===== src/rtl/uart_loopback_top.sv =====
// UART 8N1 echo: a receiver feeds each well-framed byte to a transmitter,
// with a one-byte holding buffer between them. Single clock domain.
`timescale 1ns/1ps
module uart_loopback_top #(
  parameter int unsigned CLK_FREQ_HZ  = 50_000_000,
  parameter int unsigned BAUD_RATE    = 115200,
  parameter int unsigned CLKS_PER_BIT = CLK_FREQ_HZ / BAUD_RATE
) (
  input  logic sys_clk,
  input  logic sys_rst,
  input  logic uart_rx,
  output logic uart_tx
);

  localparam int unsigned HALF_BIT = CLKS_PER_BIT / 2;
  localparam int unsigned CNT_W    = (CLKS_PER_BIT > 1) ? $clog2(CLKS_PER_BIT) : 1;
  localparam logic [CNT_W-1:0] BIT_LAST  = CNT_W'(CLKS_PER_BIT - 1);
  localparam logic [CNT_W-1:0] HALF_LAST = CNT_W'(HALF_BIT - 1);

  typedef enum logic [2:0] {RX_IDLE, RX_START, RX_DATA, RX_STOP, RX_WAIT} rx_state_t;
  typedef enum logic [1:0] {TX_IDLE, TX_START, TX_DATA, TX_STOP} tx_state_t;

  logic rx_meta, rx_sync;

  rx_state_t        rx_state, rx_state_n;
  logic [CNT_W-1:0] rx_cnt, rx_cnt_n;
  logic [3:0]       rx_bit, rx_bit_n;
  logic [7:0]       rx_shift, rx_shift_n;
  logic             rx_valid;

  tx_state_t        tx_state, tx_state_n;
  logic [CNT_W-1:0] tx_cnt, tx_cnt_n;
  logic [3:0]       tx_bit, tx_bit_n;
  logic [7:0]       tx_shift, tx_shift_n;
  logic             buf_full, buf_full_n;
  logic [7:0]       buf_data, buf_data_n;
  logic             uart_tx_n;

  // Synchronizer resets to the idle level so reset itself never looks like a start bit
  always_ff @(posedge sys_clk) begin
    if (sys_rst) begin
      rx_meta <= 1'b1;
      rx_sync <= 1'b1;
    end else begin
      rx_meta <= uart_rx;
      rx_sync <= rx_meta;
    end
  end

  always_ff @(posedge sys_clk) begin
    if (sys_rst) begin
      rx_state <= RX_IDLE;
      rx_cnt   <= '0;
      rx_bit   <= '0;
      rx_shift <= '0;
    end else begin
      rx_state <= rx_state_n;
      rx_cnt   <= rx_cnt_n;
      rx_bit   <= rx_bit_n;
      rx_shift <= rx_shift_n;
    end
  end

  always_comb begin
    rx_state_n = rx_state;
    rx_cnt_n   = rx_cnt + 1'b1;
    rx_bit_n   = rx_bit;
    rx_shift_n = rx_shift;
    rx_valid   = 1'b0;
    unique case (rx_state)
      RX_IDLE: begin
        rx_cnt_n = '0;
        rx_bit_n = '0;
        if (!rx_sync) rx_state_n = RX_START;
      end
      RX_START: begin
        if (rx_cnt == HALF_LAST) begin
          rx_cnt_n   = '0;
          rx_state_n = rx_sync ? RX_IDLE : RX_DATA;
        end
      end
      RX_DATA: begin
        if (rx_cnt == BIT_LAST) begin
          rx_cnt_n   = '0;
          rx_shift_n = {rx_sync, rx_shift[7:1]};
          rx_bit_n   = rx_bit + 1'b1;
          if (rx_bit == 4'd7) rx_state_n = RX_STOP;
        end
      end
      RX_STOP: begin
        if (rx_cnt == BIT_LAST) begin
          rx_cnt_n = '0;
          if (rx_sync) begin
            rx_valid   = 1'b1;
            rx_state_n = RX_IDLE;
          end else begin
            rx_state_n = RX_WAIT;
          end
        end
      end
      RX_WAIT: begin
        rx_cnt_n = '0;
        if (rx_sync) rx_state_n = RX_IDLE;
      end
      default: rx_state_n = RX_IDLE;
    endcase
  end

  always_ff @(posedge sys_clk) begin
    if (sys_rst) begin
      tx_state <= TX_IDLE;
      tx_cnt   <= '0;
      tx_bit   <= '0;
      tx_shift <= '0;
      buf_full <= 1'b0;
      buf_data <= '0;
      uart_tx  <= 1'b1;
    end else begin
      tx_state <= tx_state_n;
      tx_cnt   <= tx_cnt_n;
      tx_bit   <= tx_bit_n;
      tx_shift <= tx_shift_n;
      buf_full <= buf_full_n;
      buf_data <= buf_data_n;
      uart_tx  <= uart_tx_n;
    end
  end

  always_comb begin
    tx_state_n = tx_state;
    tx_cnt_n   = tx_cnt + 1'b1;
    tx_bit_n   = tx_bit;
    tx_shift_n = tx_shift;
    buf_full_n = buf_full;
    buf_data_n = buf_data;
    uart_tx_n  = 1'b1;
    unique case (tx_state)
      TX_IDLE: begin
        tx_cnt_n = '0;
        tx_bit_n = '0;
        // A buffered byte is older than one arriving now, so it goes first
        if (buf_full) begin
          tx_shift_n = buf_data;
          buf_full_n = 1'b0;
          tx_state_n = TX_START;
        end else if (rx_valid) begin
          tx_shift_n = rx_shift;
          tx_state_n = TX_START;
        end
      end
      TX_START: begin
        if (tx_cnt == BIT_LAST) begin
          tx_cnt_n   = '0;
          tx_state_n = TX_DATA;
        end
      end
      TX_DATA: begin
        if (tx_cnt == BIT_LAST) begin
          tx_cnt_n   = '0;
          tx_shift_n = {1'b0, tx_shift[7:1]};
          tx_bit_n   = tx_bit + 1'b1;
          if (tx_bit == 4'd7) tx_state_n = TX_STOP;
        end
      end
      TX_STOP: begin
        if (tx_cnt == BIT_LAST) begin
          tx_cnt_n   = '0;
          tx_state_n = TX_IDLE;
        end
      end
      default: tx_state_n = TX_IDLE;
    endcase

    // Byte not taken directly by an idle transmitter parks in the buffer if there is room
    if (rx_valid && !(tx_state == TX_IDLE && !buf_full) && !buf_full_n) begin
      buf_full_n = 1'b1;
      buf_data_n = rx_shift;
    end

    unique case (tx_state_n)
      TX_START: uart_tx_n = 1'b0;
      TX_DATA:  uart_tx_n = tx_shift_n[0];
      default:  uart_tx_n = 1'b1;
    endcase
  end

endmodule


===== config.mk =====
export PLATFORM = sky130hd
export DESIGN_NAME = uart_loopback_top
export DESIGN_NICKNAME = d
export VERILOG_FILES = /design/src/rtl/uart_loopback_top.sv
export SDC_FILE = /design/constraint.sdc
export NUM_CORES = 1
export LEC_CHECK = 0
export BUFFER_PORTS_ARGS = -buffer_cell sky130_fd_sc_hd__buf_2
export CAP_MARGIN = 20
export CORE_MARGIN = 2
export CORE_UTILIZATION = 56
export DETAILED_ROUTE_END_ITERATION = 10
export GPL_TIMING_DRIVEN = 0
export HOLD_SLACK_MARGIN = 0.03
export PLACE_DENSITY = 0.74
export SLEW_MARGIN = 10
export SYNTH_ARGS = -nofsm -noshare
export SYNTH_HDL_FRONTEND = slang
export SYNTH_SLANG_ARGS = --single-unit

===== constraint.sdc =====
create_clock -name sys_clk -period 2.8 [get_ports sys_clk]
set_input_delay 0.28 -clock sys_clk [delete_from_list [all_inputs] [get_ports sys_clk]]
set_output_delay 0.28 -clock sys_clk [all_outputs]
set_load 0.1 [all_outputs]

==> metrics.md, run 1 <==
| Metric | Value |
|---|---|
| Hold Fails Final Rpt | 0 |
| CTS clk-pin slew, worst paths | 60 ps |
| Worst-Margin Slew | 659 ps |
| Post-DRT Antenna Nets | 0 |
| Final core occ | 0.660 |
| Fill cell count | 347 |
| Largest net degree at the start of global routing | 11 |
| First-pass GRT wire length | 8350 um |
| Clk Latency, worst-skew pair | 350 ps |
| Final Max Tran Viols | 0 |
| RSZ-0062 raised after global routing | no |
| Residual DRC count | 0 |
| Fmax | 457 MHz |
| Ys async rst share | 0 |
| I/O Pins | 4 |
| Core area | 4380 um2 |
| Die Span Y | 71.8 um |
| Setup bufs post-CTS | 0 |
| Status | finished clean |
| Die width | 71.8 um |
| Post-DP HPWL | 3220 um |
| Static Leakage | 0.995 nW |
| Critical path arrival | 2390 ps |
| Commonest non-fill, non-tap cell in the layout | dfxtp_1 |
| Synth Instances | 285 |
| Layout area overhead | 12.3% |
| Most used DFF post-synth | dfxtp_1 |
| RePlAce Congestion | 0.802 |
| Most frequent cells in the layout | 59 x dfxtp_1, 53 x nor2_1, 20 x nand2_1 |
| 1st-pass router iterations | 4 |
| CTS tree | done |
| Syn_area_per_cell | 9.04 um2 |
| Hold-fix buffers, CTS | 0 |
| Initial antenna violation count | 0 |
| Post-layout min period | 2190 ps |
| Crit path max fanout | 9 |
| Initial Utilization | 0.588 |
| Post-synth top area share | 0.458 |
| Seq/Total Area, Yosys | 0.458 |
| GRT Residual Overflow | 0 |
| Synth Net Count | 295 |
| Cts bufs inserted | 9 |
| Startpoint Class | flip-flop |
| CTS Root Cell | clkbuf_8 |
| CP Class | flip-flop to flip-flop |
| Routed vias/inst | 5.63 |
| Synth warn | 0 |
| Worst hold path type | primary input to flip-flop |
| # diodes | 0 |
| Total power | 1.81 mW |
| Max Root-Sink Buffers | 2 |
| Worst Clk Skew | 11.9 ps |
| # rows | 24 |
| Sum Neg Setup Slack | 0 ps |
| Peak supply drop | 0.526 mV |
| Total GRT Usage | 0.211 |
| I/O Buffers | 2 |
| Clock sinks | 59 |
| Max-Cap Viols | 0 |
| Max-Slew Margin vs Limit | 0.558 |
| Min Hold Slack | 127 ps |
| P per Cell Area | 625 nW/um2 |
| EDFF count, synth | 0 |
| Synthesis-stage register bit count | 59 |
| Post-cts sizing count | 0 |
| Largest cells by area after synthesis | dfxtp_1 46%, nor2_1 7.7%, mux2i_1 7.0%, ha_1 3.4%, a21oi_1 2.9% |
| Post-synth top area cell | dfxtp_1 |
| Vias in the first global route | 1855 |
| Via count | 2000 |
| Layout cells sized above 1 | 0.106 |
| Crit. End Element | flip-flop |
| Synthesized area | 2580 um2 |
| DR WL/cell | 13.3 um |
| Die area | 5160 um2 |
| CP required | 3010 ps |
| Final wirelength | 4730 um |
| Final period utilization | 0.781 |
| Nets | 308 |
| Library cells used by synthesis | 47 |
| Final setup violation count | 0 |
| DR iter-0 viols | 160 |
| H-tree depth | 3 |
per-stage QoR:
step,setup WS (ps),cell area (um2),instances
4_1_cts,617,2890,355
3_5_place_dp,624,2650,339
3_3_place_gp,662,2650,339
2_1_floorplan,850,2580,285
6_report,614,2890,355
5_1_grt,462,2890,355
cells by family (layout without fill, tap and decap cells):
| logic type | count (synthesis) | in the layout | synth area share |
|---|---|---|---|
| and+or+nand+nor | 120 | 120 | 0.230 |
| DFF | 59 | 59 | 0.458 |
| AOI/OAI and AO/OA | 43 | 43 | 0.115 |
| buffers and inverters | 21 | 39 | 0.0340 |
| muxes | 19 | 19 | 0.0743 |
| xor gates and xnor gates | 16 | 16 | 0.0544 |
| adders and majority gates | 7 | 7 | 0.0340 |
critical path, stage by stage (launching register included):
cell	delay, ps
dfxtp_1	360
or4b_4	580
o21ai_1	370
o21ai_0	230
o21ai_2	400
nor2_1	110
Yosys cell counts, types with 2 or more instances:
master,instances
buf_2,4
or2_2,2
or3_1,3
and2_1,2
ha_1,7
o21ai_0,6
xor2_1,8
and3_1,2
inv_1,6
xnor2_1,8
nor2_1,53
clkbuf_1,10
a222oi_1,6
mux2i_1,18
dfxtp_1,59
or4b_4,2
a21oi_1,15
and4b_1,3
nor3_1,11
nand2_1,20
nand3_1,12
nand4_1,2
a22oi_1,2
sequential cells by signal, summed over array words and instances (netlist names), 2 cells and up:
| signal | flops |
|---|---|
| rx_cnt | 9 |
| tx_cnt | 9 |
| buf_data | 8 |
| rx_shift | 8 |
| tx_shift | 8 |
| rx_bit | 4 |
| tx_bit | 4 |
| rx_state | 3 |
| tx_state | 2 |
report_power, final:
part           internal, mW  switching [mW]
combinational       0.00713          0.0186
sequential            0.842         0.00171
clock                 0.612           0.328
final timing paths:
path / start / endpoint / slack (ps) / cells after the start
max: rx_cnt[2] / rx_cnt[4] / 610 / 5
min: uart_rx / rx_meta / 130 / 2
max reg2reg: rx_cnt[2] / rx_cnt[4] / 610 / 5
min reg2reg: rx_meta / rx_sync / 410 / 1
layout make-up:
class	count	area, um2	share of cell area
Timing Repair Buffer	2	10.0	0.00346
Sequential cell	59	1180	0.408
Inverter	6	22.5	0.00778
Clock inverter	5	100	0.0346
Tap cell	52	65.1	0.0225
Clock buffer	11	141	0.0489
Buffer	15	65.1	0.0225
Multi-Input combinational cell	205	1310	0.452
metal layers:
| layer | up-vias | GRT usage | part of all wire |
|---|---|---|---|
| li1 | 1030 | - | - |
| met1 | 925 | 0.280 | 0.49 |
| met2 | 33 | 0.305 | 0.45 |
| met3 | 12 | 0.0689 | 0.040 |
| met4 | 0 | 0.117 | 0.021 |
| met5 | - | 0 | 0 |
No activity file was read; power rests on OpenSTA's default activity.
==> inputs of run 2 (changes only) <==
==> constraint.sdc (replaced) <==
create_clock -name sys_clk -period 2.1 [get_ports sys_clk]
set_input_delay 0.21 -clock sys_clk [delete_from_list [all_inputs] [get_ports sys_clk]]
set_output_delay 0.21 -clock sys_clk [all_outputs]
set_load 0.1 [all_outputs]
==> metrics.md, run 2 (same netlist as run 1, synthesis figures left out) <==
| Metric | Value |
|---|---|
| # rows | 24 (unchanged) |
| Total GRT Usage | 0.212 (was 0.211) |
| H-tree depth | 3 (unchanged) |
| CP endpoint | uart_tx (was rx_cnt[4]) |
| Worst-Margin Slew | 517 ps (was 659 ps) |
| Initial Utilization | 0.588 (unchanged) |
| DR iter-0 viols | 114 (was 160) |
| Crit-path max cell delay | 600 ps (was 580 ps) |
| Critical path arrival | 2280 ps (was 2390 ps) |
| Levels on crit path | 5 (unchanged) |
| CTS Root Cell | clkbuf_8 (unchanged) |
| Nets | 309 (was 308) |
| Max-Slew Margin vs Limit | 0.655 (was 0.558) |
| Hold Fails Final Rpt | 0 (unchanged) |
| Final setup violation count | 0 (unchanged) |
| Post-DRT Antenna Nets | 0 (unchanged) |
| Core area | 4380 um2 (unchanged) |
| CTS tree | done (unchanged) |
| Crit path max-delay family | simple AND/OR/NAND/NOR gates (was compound AO/OA/AOI/OAI gates) |
| Worst hold path type | primary input to flip-flop (unchanged) |
| Reg2reg setup slack | 50 ps (was 610 ps) |
| RSZ-0062 raised after global routing | yes (was no) |
| Clk Latency, worst-skew pair | 350 ps (about the same) |
| Worst Clk Skew | 10.7 ps (was 11.9 ps) |
| WP buf/inv | 0 (unchanged) |
| Routed vias/inst | 5.58 (was 5.63) |
| Total power | 2.41 mW (was 1.81 mW) |
| Via count | 1987 (was 2000) |
| Residual DRC count | 0 (unchanged) |
| CP Class | flip-flop to flip-flop (unchanged) |
| Vias in the first global route | 1867 (was 1855) |
| Clock sinks | 59 (unchanged) |
| 1st-pass router iterations | 4 (unchanged) |
| DR WL/cell | 13.5 um (was 13.3 um) |
| RePlAce Congestion | 0.802 (unchanged) |
| I/O Buffers | 2 (unchanged) |
| Crit path max fanout | 4 (was 9) |
| Die width | 71.8 um (unchanged) |
| Hold-fix buffers, CTS | 0 (unchanged) |
| First-pass GRT wire length | 8400 um (was 8350 um) |
| Initial antenna violation count | 0 (unchanged) |
| Static Leakage | 1.03 nW (was 0.995 nW) |
| Final Max Tran Viols | 0 (unchanged) |
| Final wirelength | 4800 um (was 4730 um) |
| Crit path max-delay cell type | or4b_4 (unchanged) |
| # diodes | 0 (unchanged) |
| Final period utilization | 0.978 (was 0.781) |
| Reg2Reg Capture Point | uart_tx (was rx_cnt[4]) |
| Max-Cap Viols | 0 (unchanged) |
| GRT Residual Overflow | 0 (unchanged) |
| P per Cell Area | 819 nW/um2 (was 625 nW/um2) |
| Reg2Reg Depth | 5 (unchanged) |
| Layout cells sized above 1 | 0.132 (was 0.106) |
| Crit. Startpoint | rx_cnt[6] (was rx_cnt[2]) |
| Post-layout min period | 2050 ps (was 2190 ps) |
| Die area | 5160 um2 (unchanged) |
| Max Root-Sink Buffers | 2 (unchanged) |
| Post-DP HPWL | 3220 um (unchanged) |
| Die Span Y | 71.8 um (unchanged) |
| Cts bufs inserted | 9 (unchanged) |
| I/O Pins | 4 (unchanged) |
| Startpoint Class | flip-flop (unchanged) |
| Layout area overhead | 14.4% (was 12.3%) |
| Status | finished clean (unchanged) |
| Largest net degree at the start of global routing | 11 (unchanged) |
| Min Hold Slack | 56.1 ps (was 127 ps) |
| Worst-path cell chain | or4b_4, nor4b_4, nor2_1, a311o_1, o31a_1 (was or4b_4, o21ai_1, o21ai_0, o21ai_2, nor2_1) |
| Crit. End Element | flip-flop (unchanged) |
| Fmax | 487 MHz (was 457 MHz) |
| CP required | 2330 ps (was 3010 ps) |
| Peak supply drop | 0.705 mV (was 0.526 mV) |
| Commonest non-fill, non-tap cell in the layout | dfxtp_1 (unchanged) |
| Most frequent cells in the layout | 57 x dfxtp_1, 53 x nor2_1, 20 x nand2_1 (was 59 x dfxtp_1, 53 x nor2_1, 20 x nand2_1) |
| CTS clk-pin slew, worst paths | 60 ps (about the same) |
| Critical R2R Launch | rx_cnt[6] (was rx_cnt[2]) |
| Biggest regs | rx_cnt: 9 flops, tx_cnt: 9 flops (unchanged) |
-- run 2: cell types whose count changed in the layout (fill, tap and decap cells not counted), moves of 2 or more --
cell      change
nor3_1        -2
buf_4         +2
clkbuf_1      -2
dfxtp_1       -2
dfxtp_2       +2
-- run 2: stage by stage --
stage          worst slack [ps]  cell area [um2]  utilization  setup TNS, ps  instances
6_report                   47.1             2950        0.673              0        356
3_3_place_gp              -38.2             2650        0.605           -286        339
2_1_floorplan               150             2580            -              0        285
3_5_place_dp              -76.5             2650        0.605           -507        339
4_1_cts                    14.9             2910        0.665              0        356
5_1_grt                   -41.6             2950        0.673          -44.2        356
-- run 2: final cells by class --
cell class | instances | area [um2]
Sequential cell | 59 | 1180
Fill cell | 337 | 1440
Buffer | 13 | 57.6
Inverter | 6 | 22.5
Tap cell | 52 | 65.1
Clock inverter | 5 | 100
Clock buffer | 11 | 141
Timing Repair Buffer | 5 | 45.0
Multi-Input combinational cell | 205 | 1330
-- run 2: worst min-delay path by stage --
stage	to	slack, ps	start	cells after the start
floorplan	rx_meta	310	uart_rx	1
global placement	rx_sync	390	rx_meta	1
detailed placement	rx_sync	400	rx_meta	1
CTS	rx_meta	40	uart_rx	2
global route	rx_meta	50	uart_rx	2
finish	rx_meta	60	uart_rx	2
-- run 2: power by group --
| part | total [mW] | switching [mW] | internal (mW) |
|---|---|---|---|
| clock | 1.25 | 0.437 | 0.817 |
| sequential | 1.13 | 0.00428 | 1.12 |
| combinational | 0.0344 | 0.0231 | 0.0114 |
| total | 2.41 | 0.464 | 1.95 |
-- run 2: routing by layer --
layer  track usage  wire (um)
met5             0          0
met4         0.117        125
met3        0.0689        149
met2         0.309       2120
met1         0.279       2410
-- run 2: timing repair --
action | in CTS | in global routing
pin swaps | 2 | 5
buffers inserted | 1 | 2
gates resized for setup | 0 | 8
setup endpoints to repair | 10 | 24
==> inputs of run 3 (changes only) <==
--- a/config.mk
+++ b/config.mk
@@ -7,6 +7,7 @@
 export LEC_CHECK = 0
 export BUFFER_PORTS_ARGS = -buffer_cell sky130_fd_sc_hd__buf_2
 export CAP_MARGIN = 20
+export CORE_ASPECT_RATIO = 0.9
 export CORE_MARGIN = 2
 export CORE_UTILIZATION = 56
 export DETAILED_ROUTE_END_ITERATION = 10
==> metrics.md, run 3 (same netlist as run 1, synthesis figures left out) <==
| Metric | Value |
|---|---|
| Routed vias/inst | 5.51 (was 5.58) |
| CTS clk-pin slew, worst paths | 60 ps (about the same) |
| Final setup violation count | 0 (unchanged) |
| Vias in the first global route | 1850 (was 1867) |
| Crit path setup slack, layout | 61.5 ps (was 47.1 ps) |
| Int Pwr | 1.62 mW (was 1.95 mW) |
| Clock sinks | 59 (unchanged) |
| Residual DRC count | 0 (unchanged) |
| Dpl cells | 349 (was 339) |
| Clk Latency, worst-skew pair | 340 ps (was 350 ps) |
| Max-Cap Viols | 0 (unchanged) |
| # rows | 23 (was 24) |
| P per Cell Area | 711 nW/um2 (was 819 nW/um2) |
| # diodes | 0 (unchanged) |
| Initial Utilization | 0.582 (was 0.588) |
| CTS tree | done (unchanged) |
| Max-Slew Margin vs Limit | 0.654 (was 0.655) |
| Status | finished clean (unchanged) |
| Combinational share of power | 0.016 (was 0.014) |
| H-tree depth | 3 (unchanged) |
| RePlAce Congestion | 0.840 (was 0.802) |
| Critical path arrival | 2260 ps (was 2280 ps) |
| Net Sw Frac | 0.214 (was 0.192) |
| 1st-pass router iterations | 5 (was 4) |
| I/O Buffers | 2 (unchanged) |
| Cts bufs inserted | 9 (unchanged) |
| Die width | 75.5 um (was 71.8 um) |
| Final core occ | 0.655 (was 0.673) |
| Die area | 5160 um2 (about the same) |
| Reg2reg setup slack | 60 ps (was 50 ps) |
| Worst Clk Skew | 5.77 ps (was 10.7 ps) |
| Crit path max-delay cell type | or4b_4 (unchanged) |
| RSZ-0062 raised after global routing | yes (unchanged) |
| First-pass GRT wire length | 8250 um (was 8400 um) |
| Startpoint Class | flip-flop (unchanged) |
| Final Max Tran Viols | 0 (unchanged) |
| Commonest non-fill, non-tap cell in the layout | dfxtp_1 (unchanged) |
| Hold Fails Final Rpt | 0 (unchanged) |
| I/O Pins | 4 (unchanged) |
| Final wirelength | 4950 um (was 4800 um) |
| Max Root-Sink Buffers | 2 (unchanged) |
| Worst-Margin Slew | 519 ps (was 517 ps) |
| Final period utilization | 0.971 (was 0.978) |
| Clock group share of total power | 0.438 (was 0.519) |
| Worst hold path type | primary input to flip-flop (unchanged) |
| Initial antenna violation count | 0 (unchanged) |
| Crit-path max cell delay | 590 ps (was 600 ps) |
| Non-Filler Instances | 369 (was 356) |
| Flop pwr share | 0.545 (was 0.467) |
| Biggest regs | rx_cnt: 9 flops, tx_cnt: 9 flops (unchanged) |
| Nets | 312 (was 309) |
| Min Hold Slack | 51.6 ps (was 56.1 ps) |
| Post-DP HPWL | 3280 um (was 3220 um) |
| Post-DRT Antenna Nets | 0 (unchanged) |
| CP required | 2330 ps (about the same) |
| Crit. End Element | flip-flop (unchanged) |
| Worst slack at placement | -38.0 ps (was -76.5 ps) |
| Crit path max fanout | 4 (unchanged) |
| Layout area overhead | 12.7% (was 14.4%) |
| Fmax | 491 MHz (was 487 MHz) |
| Core area | 4430 um2 (was 4380 um2) |
| DR iter-0 viols | 102 (was 114) |
| Die Span Y | 68.4 um (was 71.8 um) |
| Psw | 0.443 mW (was 0.464 mW) |
| Layout cells sized above 1 | 0.130 (was 0.132) |
| CTS Root Cell | clkbuf_8 (unchanged) |
| Via count | 2032 (was 1987) |
| GRT Residual Overflow | 0 (unchanged) |
| Most frequent cells in the layout | 58 x dfxtp_1, 53 x nor2_1, 20 x nand2_1 (was 57 x dfxtp_1, 53 x nor2_1, 20 x nand2_1) |
| CP Class | flip-flop to flip-flop (unchanged) |
| DR WL/cell | 13.4 um (was 13.5 um) |
| Worst-path cell chain | or4b_4, nor4b_4, nor2_1, a311o_1, o31a_1 (unchanged) |
| Peak supply drop | 0.520 mV (was 0.705 mV) |
| Post-layout min period | 2040 ps (was 2050 ps) |
| Total GRT Usage | 0.218 (was 0.212) |
| Static Leakage | 1.01 nW (was 1.03 nW) |
| Largest net degree at the start of global routing | 11 (unchanged) |
## run 3: cell count changes in the layout (fill, tap and decap cells not counted), sizes merged
| cell | delta |
|---|---|
| bufinv | -3 |
| buf | +3 |
| clkbuf | +3 |
## run 3: metrics by stage
stage          TNS (ps)  area (um2)  power, mW
5_1_grt           -13.9        2900       2.16
6_report              0        2900       2.06
2_1_floorplan         0        2580       1.17
4_1_cts           -11.7        2870       2.09
3_3_place_gp          0        2670       1.18
3_5_place_dp       -236        2670       1.18
## run 3: layer usage
layer,wire length (um),global-route usage,vias to the layer above
met4,78,0.0921,0
met2,2400,0.343,33
met3,200,0.0957,9
met1,2280,0.257,956
li1,-,-,1034
met5,0,0,-
## run 3: path summary, 6_finish.rpt
kind | start | end | cells after the start
max | rx_cnt[2] | uart_tx | 5
min | uart_rx | rx_meta | 2
max reg2reg | rx_cnt[2] | uart_tx | 5
min reg2reg | rx_meta | rx_sync | 1
## run 3: timing repair
action	CTS	global route
setup buffers	3	3
resized for setup	1	6
pin swaps	3	5
endpoints found under the hold margin	0	0
hold buffers	0	0
endpoints found under the setup margin	19	22
## run 3: layout make-up
cell class / count / area, um2
Fill cell: 396 / 1530
Multi-Input combinational cell: 205 / 1330
Sequential cell: 59 / 1180
Clock buffer: 14 / 163
Tap cell: 62 / 77.6
Buffer: 13 / 57.6
Timing Repair Buffer: 8 / 55.1
Inverter: 6 / 22.5
Clock inverter: 2 / 10.0
## run 3: worst max-delay path: cells and delay by family (launching register included)
| kind | cells | cell delay (ps) |
|---|---|---|
| flip-flops | 1 | 340 |
| AO/OA/AOI/OAI | 2 | 540 |
| AND/OR/NAND/NOR | 3 | 1040 |
## run 3: power by group through the flow
stage,combinational (mW),sequential [mW],clock (mW)
floorplan,0.0252,1.15,0
global placement,0.0350,1.15,0
detailed placement,0.0346,1.15,0
CTS,0.0367,1.12,0.929
global route,0.0384,1.13,0.992
finish,0.0340,1.13,0.905
